==> src/rtl/hub75_scan_ctrl.sv <==
// hub75_scan_ctrl: framebuffer scan sequencer for a HUB75 row driver.
// Walks rows and BCM bit-planes, fetches the top/bottom pixel pair per column,
// presents one plane of RGB, and holds each latched plane for BASE_TICKS<<plane.
//
// Handshake with the driver: out_INIT is a one-cycle request issued only while
// in_WAITING=1. in_ITER pulses mean "column consumed". A transfer is complete
// when in_WAITING returns high in DRAIN. in_ITER is ignored outside SHIFT.
module hub75_scan_ctrl #(
    parameter int COLS       = 64,
    parameter int ROWS_HALF  = 32,
    parameter int PLANES     = 8,
    parameter int BASE_TICKS = 16,
    localparam int CW = $clog2(COLS),
    localparam int RW = $clog2(ROWS_HALF)
) (
    input  logic                  clk,
    input  logic                  rst,
    input  logic                  in_EN,
    input  logic                  in_WAITING,
    input  logic                  in_ITER,
    output logic                  out_INIT,
    output logic [2:0]            out_RGB0,
    output logic [2:0]            out_RGB1,
    output logic [RW-1:0]         out_ROW,
    output logic [RW+CW-1:0]      out_RADDR,
    input  logic [3*PLANES-1:0]   in_PIX0,
    input  logic [3*PLANES-1:0]   in_PIX1,
    output logic                  out_FRAME,
    output logic                  out_BUSY,
    output logic [2:0]            out_DBG_STATE
);

    localparam int PW = (PLANES > 1) ? $clog2(PLANES) : 1;
    localparam int HW = $clog2(BASE_TICKS) + PLANES;
    localparam logic [HW-1:0] BASE = HW'(BASE_TICKS);

    localparam logic [2:0] S_IDLE  = 3'd0;
    localparam logic [2:0] S_FETCH = 3'd1;
    localparam logic [2:0] S_HOLD  = 3'd2;
    localparam logic [2:0] S_SHIFT = 3'd3;
    localparam logic [2:0] S_DRAIN = 3'd4;

    logic [2:0]      r_state;
    logic            r_fcnt;
    logic [CW-1:0]   r_col;
    logic [RW-1:0]   r_row;
    logic [PW-1:0]   r_plane;
    logic [HW-1:0]   r_hold;
    logic [RW-1:0]   r_row_out;
    logic [RW+CW-1:0] r_raddr;
    logic            r_iss1;
    logic            r_iss2;
    logic [2:0]      r_rgb0;
    logic [2:0]      r_rgb1;

    logic            w_init;
    logic            w_drain_done;
    logic            w_plane_last;
    logic            w_row_last;
    logic [RW-1:0]   w_next_row;
    logic [PW-1:0]   w_next_plane;
    logic [HW-1:0]   w_hold_load;
    logic [PLANES-1:0] w_r0, w_g0, w_b0, w_r1, w_g1, w_b1;

    assign w_init       = (r_state == S_HOLD) && (r_hold == '0) && in_WAITING;
    assign w_drain_done = (r_state == S_DRAIN) && in_WAITING;
    assign w_plane_last = (r_plane == PW'(PLANES - 1));
    assign w_row_last   = (r_row == RW'(ROWS_HALF - 1));
    assign w_next_plane = w_plane_last ? '0 : r_plane + 1'b1;
    assign w_next_row   = w_plane_last ? (w_row_last ? '0 : r_row + 1'b1) : r_row;
    assign w_hold_load  = BASE << r_plane;

    assign w_r0 = in_PIX0[3*PLANES-1:2*PLANES];
    assign w_g0 = in_PIX0[2*PLANES-1:PLANES];
    assign w_b0 = in_PIX0[PLANES-1:0];
    assign w_r1 = in_PIX1[3*PLANES-1:2*PLANES];
    assign w_g1 = in_PIX1[2*PLANES-1:PLANES];
    assign w_b1 = in_PIX1[PLANES-1:0];

    assign out_INIT      = w_init;
    assign out_FRAME     = w_drain_done && w_plane_last && w_row_last;
    assign out_BUSY      = (r_state != S_IDLE);
    assign out_RGB0      = r_rgb0;
    assign out_RGB1      = r_rgb1;
    assign out_ROW       = r_row_out;
    assign out_RADDR     = r_raddr;
    assign out_DBG_STATE = r_state;

    // Scan FSM: address issue, column walk, plane/row advance.
    always_ff @(posedge clk or posedge rst) begin
        if (rst) begin
            r_state   <= S_IDLE;
            r_fcnt    <= 1'b0;
            r_col     <= '0;
            r_row     <= '0;
            r_plane   <= '0;
            r_row_out <= '0;
            r_raddr   <= '0;
            r_iss1    <= 1'b0;
        end else begin
            r_iss1 <= 1'b0;
            case (r_state)
                S_IDLE: begin
                    if (in_EN) begin
                        r_state <= S_FETCH;
                        r_fcnt  <= 1'b0;
                        r_col   <= '0;
                        r_raddr <= {r_row, {CW{1'b0}}};
                        r_iss1  <= 1'b1;
                    end
                end
                S_FETCH: begin
                    if (r_fcnt) r_state <= S_HOLD;
                    else        r_fcnt  <= 1'b1;
                end
                S_HOLD: begin
                    if (w_init) begin
                        r_row_out <= r_row;
                        r_state   <= S_SHIFT;
                    end
                end
                S_SHIFT: begin
                    if (in_ITER) begin
                        if (r_col == CW'(COLS - 1)) begin
                            r_state <= S_DRAIN;
                        end else begin
                            r_col   <= r_col + 1'b1;
                            r_raddr <= {r_row, r_col + 1'b1};
                            r_iss1  <= 1'b1;
                        end
                    end
                end
                S_DRAIN: begin
                    if (in_WAITING) begin
                        r_plane <= w_next_plane;
                        r_row   <= w_next_row;
                        r_col   <= '0;
                        r_fcnt  <= 1'b0;
                        r_raddr <= {w_next_row, {CW{1'b0}}};
                        r_iss1  <= in_EN;
                        r_state <= in_EN ? S_FETCH : S_IDLE;
                    end
                end
                default: r_state <= S_IDLE;
            endcase
        end
    end

    // BCM display timer: loaded at transfer end, counts down in every state.
    always_ff @(posedge clk or posedge rst) begin
        if (rst) begin
            r_hold <= '0;
        end else if (w_drain_done) begin
            r_hold <= w_hold_load;
        end else if (r_hold != '0) begin
            r_hold <= r_hold - 1'b1;
        end
    end

    // Read pipeline: data returns one cycle after the address, registered the next.
    always_ff @(posedge clk or posedge rst) begin
        if (rst) begin
            r_iss2 <= 1'b0;
            r_rgb0 <= '0;
            r_rgb1 <= '0;
        end else begin
            r_iss2 <= r_iss1;
            if (r_iss2) begin
                r_rgb0 <= {w_r0[r_plane], w_g0[r_plane], w_b0[r_plane]};
                r_rgb1 <= {w_r1[r_plane], w_g1[r_plane], w_b1[r_plane]};
            end
        end
    end

endmodule
==> config.mk <==
export PLATFORM = sky130hd
export DESIGN_NAME = hub75_scan_ctrl
export DESIGN_NICKNAME = d
export VERILOG_FILES = /design/src/rtl/hub75_scan_ctrl.sv
export SDC_FILE = /design/constraint.sdc
export NUM_CORES = 1
export LEC_CHECK = 0
export BUFFER_PORTS_ARGS = -buffer_cell sky130_fd_sc_hd__buf_2
export CAP_MARGIN = 25
export CORE_MARGIN = 3
export CORE_UTILIZATION = 50
export DETAILED_ROUTE_END_ITERATION = 16
export PLACE_DENSITY = 0.77
export SLEW_MARGIN = 30
export SYNTH_ARGS = -nofsm -noshare
export SYNTH_HDL_FRONTEND = slang
export SYNTH_SLANG_ARGS = --single-unit
==> constraint.sdc <==
create_clock -name clk -period 5.15 [get_ports clk]
set_input_delay 0.7725 -clock clk [delete_from_list [all_inputs] [get_ports clk]]
set_output_delay 0.7725 -clock clk [all_outputs]
set_load 0.05 [all_outputs]
=== Yosys cells after proc, flatten, opt, wreduce, memory -nomap -nowiden ===
Cells that the tools add are included.

* Magnitude comparators: 1
* Mux-type cells: 43
* Equality and inequality tests: 14
* Shift operators: 1
* Add/subtract/negate cells: 4
* Reduce and logical (&&, ||, !) cells: 17

{| class="wikitable"
|+ Operators by type and width
! cell !! number
|-
| 11-bit two-way mux || 4
|-
| 11-bit one-hot mux with 3 select lines || 1
|-
| 12-bit two-way mux || 2
|-
| 6-bit two-way mux || 4
|-
| 3-bit two-way mux || 7
|-
| 1-bit binary-select mux with 3-bit select || 6
|-
| 6-bit one-hot mux with 3 select lines || 1
|-
| 3-bit one-hot mux with 5 select lines || 1
|-
| 2-bit != test, second input constant || 7
|-
| 1-bit two-way mux || 13
|-
| 12-bit zero test || 1
|-
| 12-bit nonzero test || 1
|-
| 5-bit by 3-bit << shifter with 12-bit output, first input constant || 1
|-
| 12-bit by 1-bit subtractor with 12-bit output, second input constant || 1
|-
| 5-bit two-way mux || 2
|-
| 3-bit nonzero test || 3
|-
| 6-bit by 1-bit adder with 6-bit output, second input constant || 1
|-
| 3-bit by 2-bit equality test with 1-bit output, second input constant || 2
|-
| 3-bit equality test, second input constant || 2
|-
| 6-bit equality test, second input constant || 1
|-
| 1-bit one-hot mux with 3 select lines || 2
|-
| 6-bit AND reduction || 1
|-
| 5-bit by 1-bit adder with 5-bit output, second input constant || 1
|-
| 5-bit equality test, second input constant || 1
|-
| other kinds (9) || 14
|}

* Logic and storage cells: 92
* Output and inout bits: 28
* Flip-flop bits (word level): 54

=== Logic depth before layout (Yosys ltp) ===
* Depth in word-level cells: 5
* Mapped depth: 7
* Depth with buffers taken out: 7

=== Least setup slack after synthesis ===
Ideal clock, no wire load.

* Path type: register -> output
* Start point: reg r_state[2] (netlist: out_DBG_STATE[2])
* End point: out out_INIT
* Path slack: 2.692 ns
* Data arrival time: 1.685 ns
* Buffers on the path: 1
* Cell stages (with the launch flop): 4
* Path through: dfrtp_1 > buf_2 > nor4b_1 > and3_1

* Longest elaborated chain between the ends: 3

{| class="wikitable"
|+ RTL lines
! what !! line !! RTL
|-
| start: declaration || 43 || <nowiki>logic [2:0] r_state;</nowiki>
|-
| start signal: assignment || 141 || <nowiki>r_state <= in_EN ? S_FETCH : S_IDLE;</nowiki>
|-
| 3-bit by 2-bit equality test with 1-bit output || 65 || <nowiki>assign w_init = (r_state == S_HOLD) && (r_hold == '0) && in_WAITING;</nowiki>
|-
| 1-bit logical AND (2 in a row) || 65 ||
|-
| end: declaration || 21 || <nowiki>output logic out_INIT,</nowiki>
|}

No other way between the ends.

=== Worst setup path in the final report ===
* Start point: reg r_plane[0]
* End point: out out_FRAME

* Longest elaborated chain between the ends: 3

{| class="wikitable"
|+ RTL lines
! what !! line !! RTL
|-
| start: declaration || 47 || <nowiki>logic [PW-1:0] r_plane;</nowiki>
|-
| start signal: assignment || 135 || <nowiki>r_plane <= w_next_plane;</nowiki>
|-
| 3-bit equality test || 67 || <nowiki>assign w_plane_last = (r_plane == PW'(PLANES - 1));</nowiki>
|-
| 1-bit logical AND (2 in a row) || 81 || <nowiki>assign out_FRAME = w_drain_done && w_plane_last && w_row_last;</nowiki>
|-
| end: declaration || 28 || <nowiki>output logic out_FRAME,</nowiki>
|}

No other way between the ends.

==> flow_metrics.py <==
metrics = {
    "run_status": {
        "outcome": "complete, no violations",
    },
    "synthesis": {
        "synthFlopType": "dfrtp_1",
        "syn_area_per_cell_um2": 10.71,
        "synth_nets": 341,
        "synth_edf_count": 0,
        "netlist_top_cells_count": "dfrtp_1, nand2_1, a21oi_1, nor2_1",
        "synth_top_area_share_pct": 43.86,
        "synth_top_area_cell": "dfrtp_1",
        "synthArstFlopShare_pct": 100.0,
        "synthDistinctLibCells": 52,
        "yosys_warnings": 0,
        "ys_seq_elements": 52,
        "syn_area_um2": 2967,
        "netlist_instances": 277,
        "yosysMostFrequentCell": "dfrtp_1",
        "ys_seq_area_share_pct": 43.86,
        "ys_top_cells_by_area": "dfrtp_1, mux4_2, ha_1, mux2_2, nand2_1",
    },
    "setup_path": {
        "critPathKind": "register to primary output",
        "start_kind": "register",
        "cpPeakStageDelay_ns": 0.89,
        "critical-path-slowest-cell": "dfrtp_1",
        "endpoint_kind": "primary output",
        "worstPathCellList": "ha_1 -> ha_1 -> and3_1 -> buf_2",
        "arrival_ns": 2.22,
        "crit_fanout": 15,
        "crit_top_cell": "ha_1",
        "crit_buf_inv": 1,
        "critPathTopFamily": "flip-flops",
        "cp_data_required_time_ns": 4.38,
    },
    "clocking": {
        "cts_tree": "done",
        "clk_latency_ns": 0.31,
        "numCtsBuffers": 5,
        "cts_resized": 0,
        "cts_htree_levels": 2,
        "cts_buffer_depth": 2,
        "clk_pin_slew_worst_paths_ns": 0.09,
        "root_buffer": "clkbuf_8",
        "cts_num_sinks": 52,
        "ctsHoldBuffers": 0,
        "cts_setup_buffers": 0,
    },
    "power_and_ir_drop": {
        "peakVddDrop_v": 0.0001840,
        "power_frac_comb_pct": 20.7,
        "swShare_pct": 30.66,
        "p_int_uw": 656.4,
        "p_clk_share_pct": 29.8,
        "p_switching_uw": 290.3,
        "power_leakage_uw": 0.001714,
        "seq_power_share_pct": 49.5,
        "power.density_nw_per_um2": 270.0,
        "finalPower_uw": 946.7,
    },
    "die": {
        "die_w_um": 83.03,
        "die_height_um": 83.03,
        "dieArea_um2": 6893,
        "start_util_pct": 52.90,
        "fp.coreArea_um2": 5608,
        "rows": 27,
        "ios": 81,
    },
    "timing": {
        "worst_pin_slew_ns": 0.8266,
        "fmax_mhz": 334.2,
        "maxSlewHeadroom_pct": 44.89,
        "rsz0062_at_grt": "no",
        "post-route-period-util_pct": 58.10,
        "fin_setup_tns_ns": 0,
        "period_minus_slack_ns": 2.992,
        "worst_slack_ns": 2.158,
        "setup_viol": 0,
        "skew_ns": 0.004877,
        "hold_viol_final": 0,
        "drv_slew": 0,
        "hold-worst-slack_ns": 0.3581,
    },
    "routing": {
        "drtIter0Drc": 167,
        "drc": 0,
        "wl_per_cell_um": 16.01,
        "routed_wl_um": 6790,
        "routed_via_density": 5.795,
        "drtPass1Iterations": 4,
        "ant_nets": 0,
        "vias": 2457,
    },
    "place": {
        "portBuffers": 80,
        "place.gp.congestion": 0.8290,
        "dp_worst_setup_slack_ns": 2.487,
        "hpwl_um": 5049,
    },
    "grt": {
        "grt_max_degree": 53,
        "grtUsageTotal_pct": 19.35,
        "grt_pass1_wl_um": 11030,
        "antenna_found_initial": 0,
        "grt_pass1_vias": 2390,
        "grt_overflow_total": 0,
    },
    "finish": {
        "area_delta_synth_final_pct": 18.18,
        "num_antenna_cells": 0,
        "final_util_pct": 62.52,
        "drive_gt1_share_pct": 34.38,
        "num-nets-final": 415,
    },
    "worst_hold_path": {
        "holdCritPathClass": "register to register",
    },
    "flow_run": {
        "max_cap_violations": 0,
    },
}
-- logic make-up (layout without fill, tap and decap cells) --
logic type,after synthesis,after routing,synth area share (%)
flip-flops,52,52,43.86
XOR/XNOR,4,4,1.181
AO/OA/AOI/OAI,62,62,13.37
multiplexers,33,33,16.91
AND/OR/NAND/NOR,93,93,16.83
buffers and inverters,22,97,3.205
adder cells (fa/ha/maj),11,11,4.639
-- power groups by stage --
stage | Clock (µW) | Combinational [µW] | Sequential, µW
after floorplan | 0 | 91.5 | 531
after global placement | 0 | 194 | 476
after detailed placement | 0 | 198 | 477
after CTS | 287 | 199 | 469
after global routing | 305 | 212 | 476
final | 282 | 196 | 469
-- cells in the final DEF, fill, tap and decap left out, types with 5 or more instances in the layout --
cell type and n:
a21oi_1 18, nand2_1 30, a31oi_1 9, mux2_1 5
a21o_1 8, inv_1 7, buf_2 80, nand3_1 10
dfrtp_1 52, o21ai_0 10, nor2_1 18, mux4_2 12
ha_1 11, mux2_2 12, nand2b_1 5, clkbuf_8 5
-- area by class of cell --
| class | count | area (µm²) |
|---|---|---|
| tap | 72 | 90.09 |
| timing repair buffer | 80 | 400.4 |
| sequential | 52 | 1301 |
| inverter | 9 | 36.28 |
| fill | 490 | 2102 |
| multi-input combinational | 203 | 1570 |
| clock buffer | 6 | 72.57 |
| clock inverter | 2 | 35.03 |
-- registers in the layout, indices dropped and copies added (netlist names) --
name,count
r_iss2,1
r_iss1,1
out_RADDR,9
r_plane,3
r_fcnt,1
out_ROW,5
out_RGB1,3
r_row,5
out_RGB0,3
out_DBG_STATE,3
r_hold,12
r_col,6
-- worst paths after layout --
path | start | to | slack [ns] | cells past startpoint
max in group asynchronous | rst | r_hold[9] | 4.17 | 2
setup reg to reg | r_plane[0] | out_RADDR[10] | 2.69 | 5
setup / recovery | r_plane[0] | out_FRAME | 2.16 | 4
min in group asynchronous | rst | out_RADDR[2] | 0.55 | 2
hold / removal | r_iss1 | r_iss2 | 0.36 | 0
hold reg to reg | r_iss1 | r_iss2 | 0.36 | 0
-- routing by layer --
metal	GRT usage, %	vias to the layer above	routed length, µm
met5	0	-	0
met4	5.201	0	102
met3	4.861	13	352
met2	32.51	65	3412
met1	24.94	1206	2923
li1	-	1173	-
-- stage by stage --
step	std cells	area, µm²
3_5_place_dp	416	3398
2_1_floorplan	277	2967
6_report	424	3506
5_1_grt	424	3506
4_1_cts	424	3506
3_3_place_gp	416	3396
No activity file was read; power rests on OpenSTA's default activity.
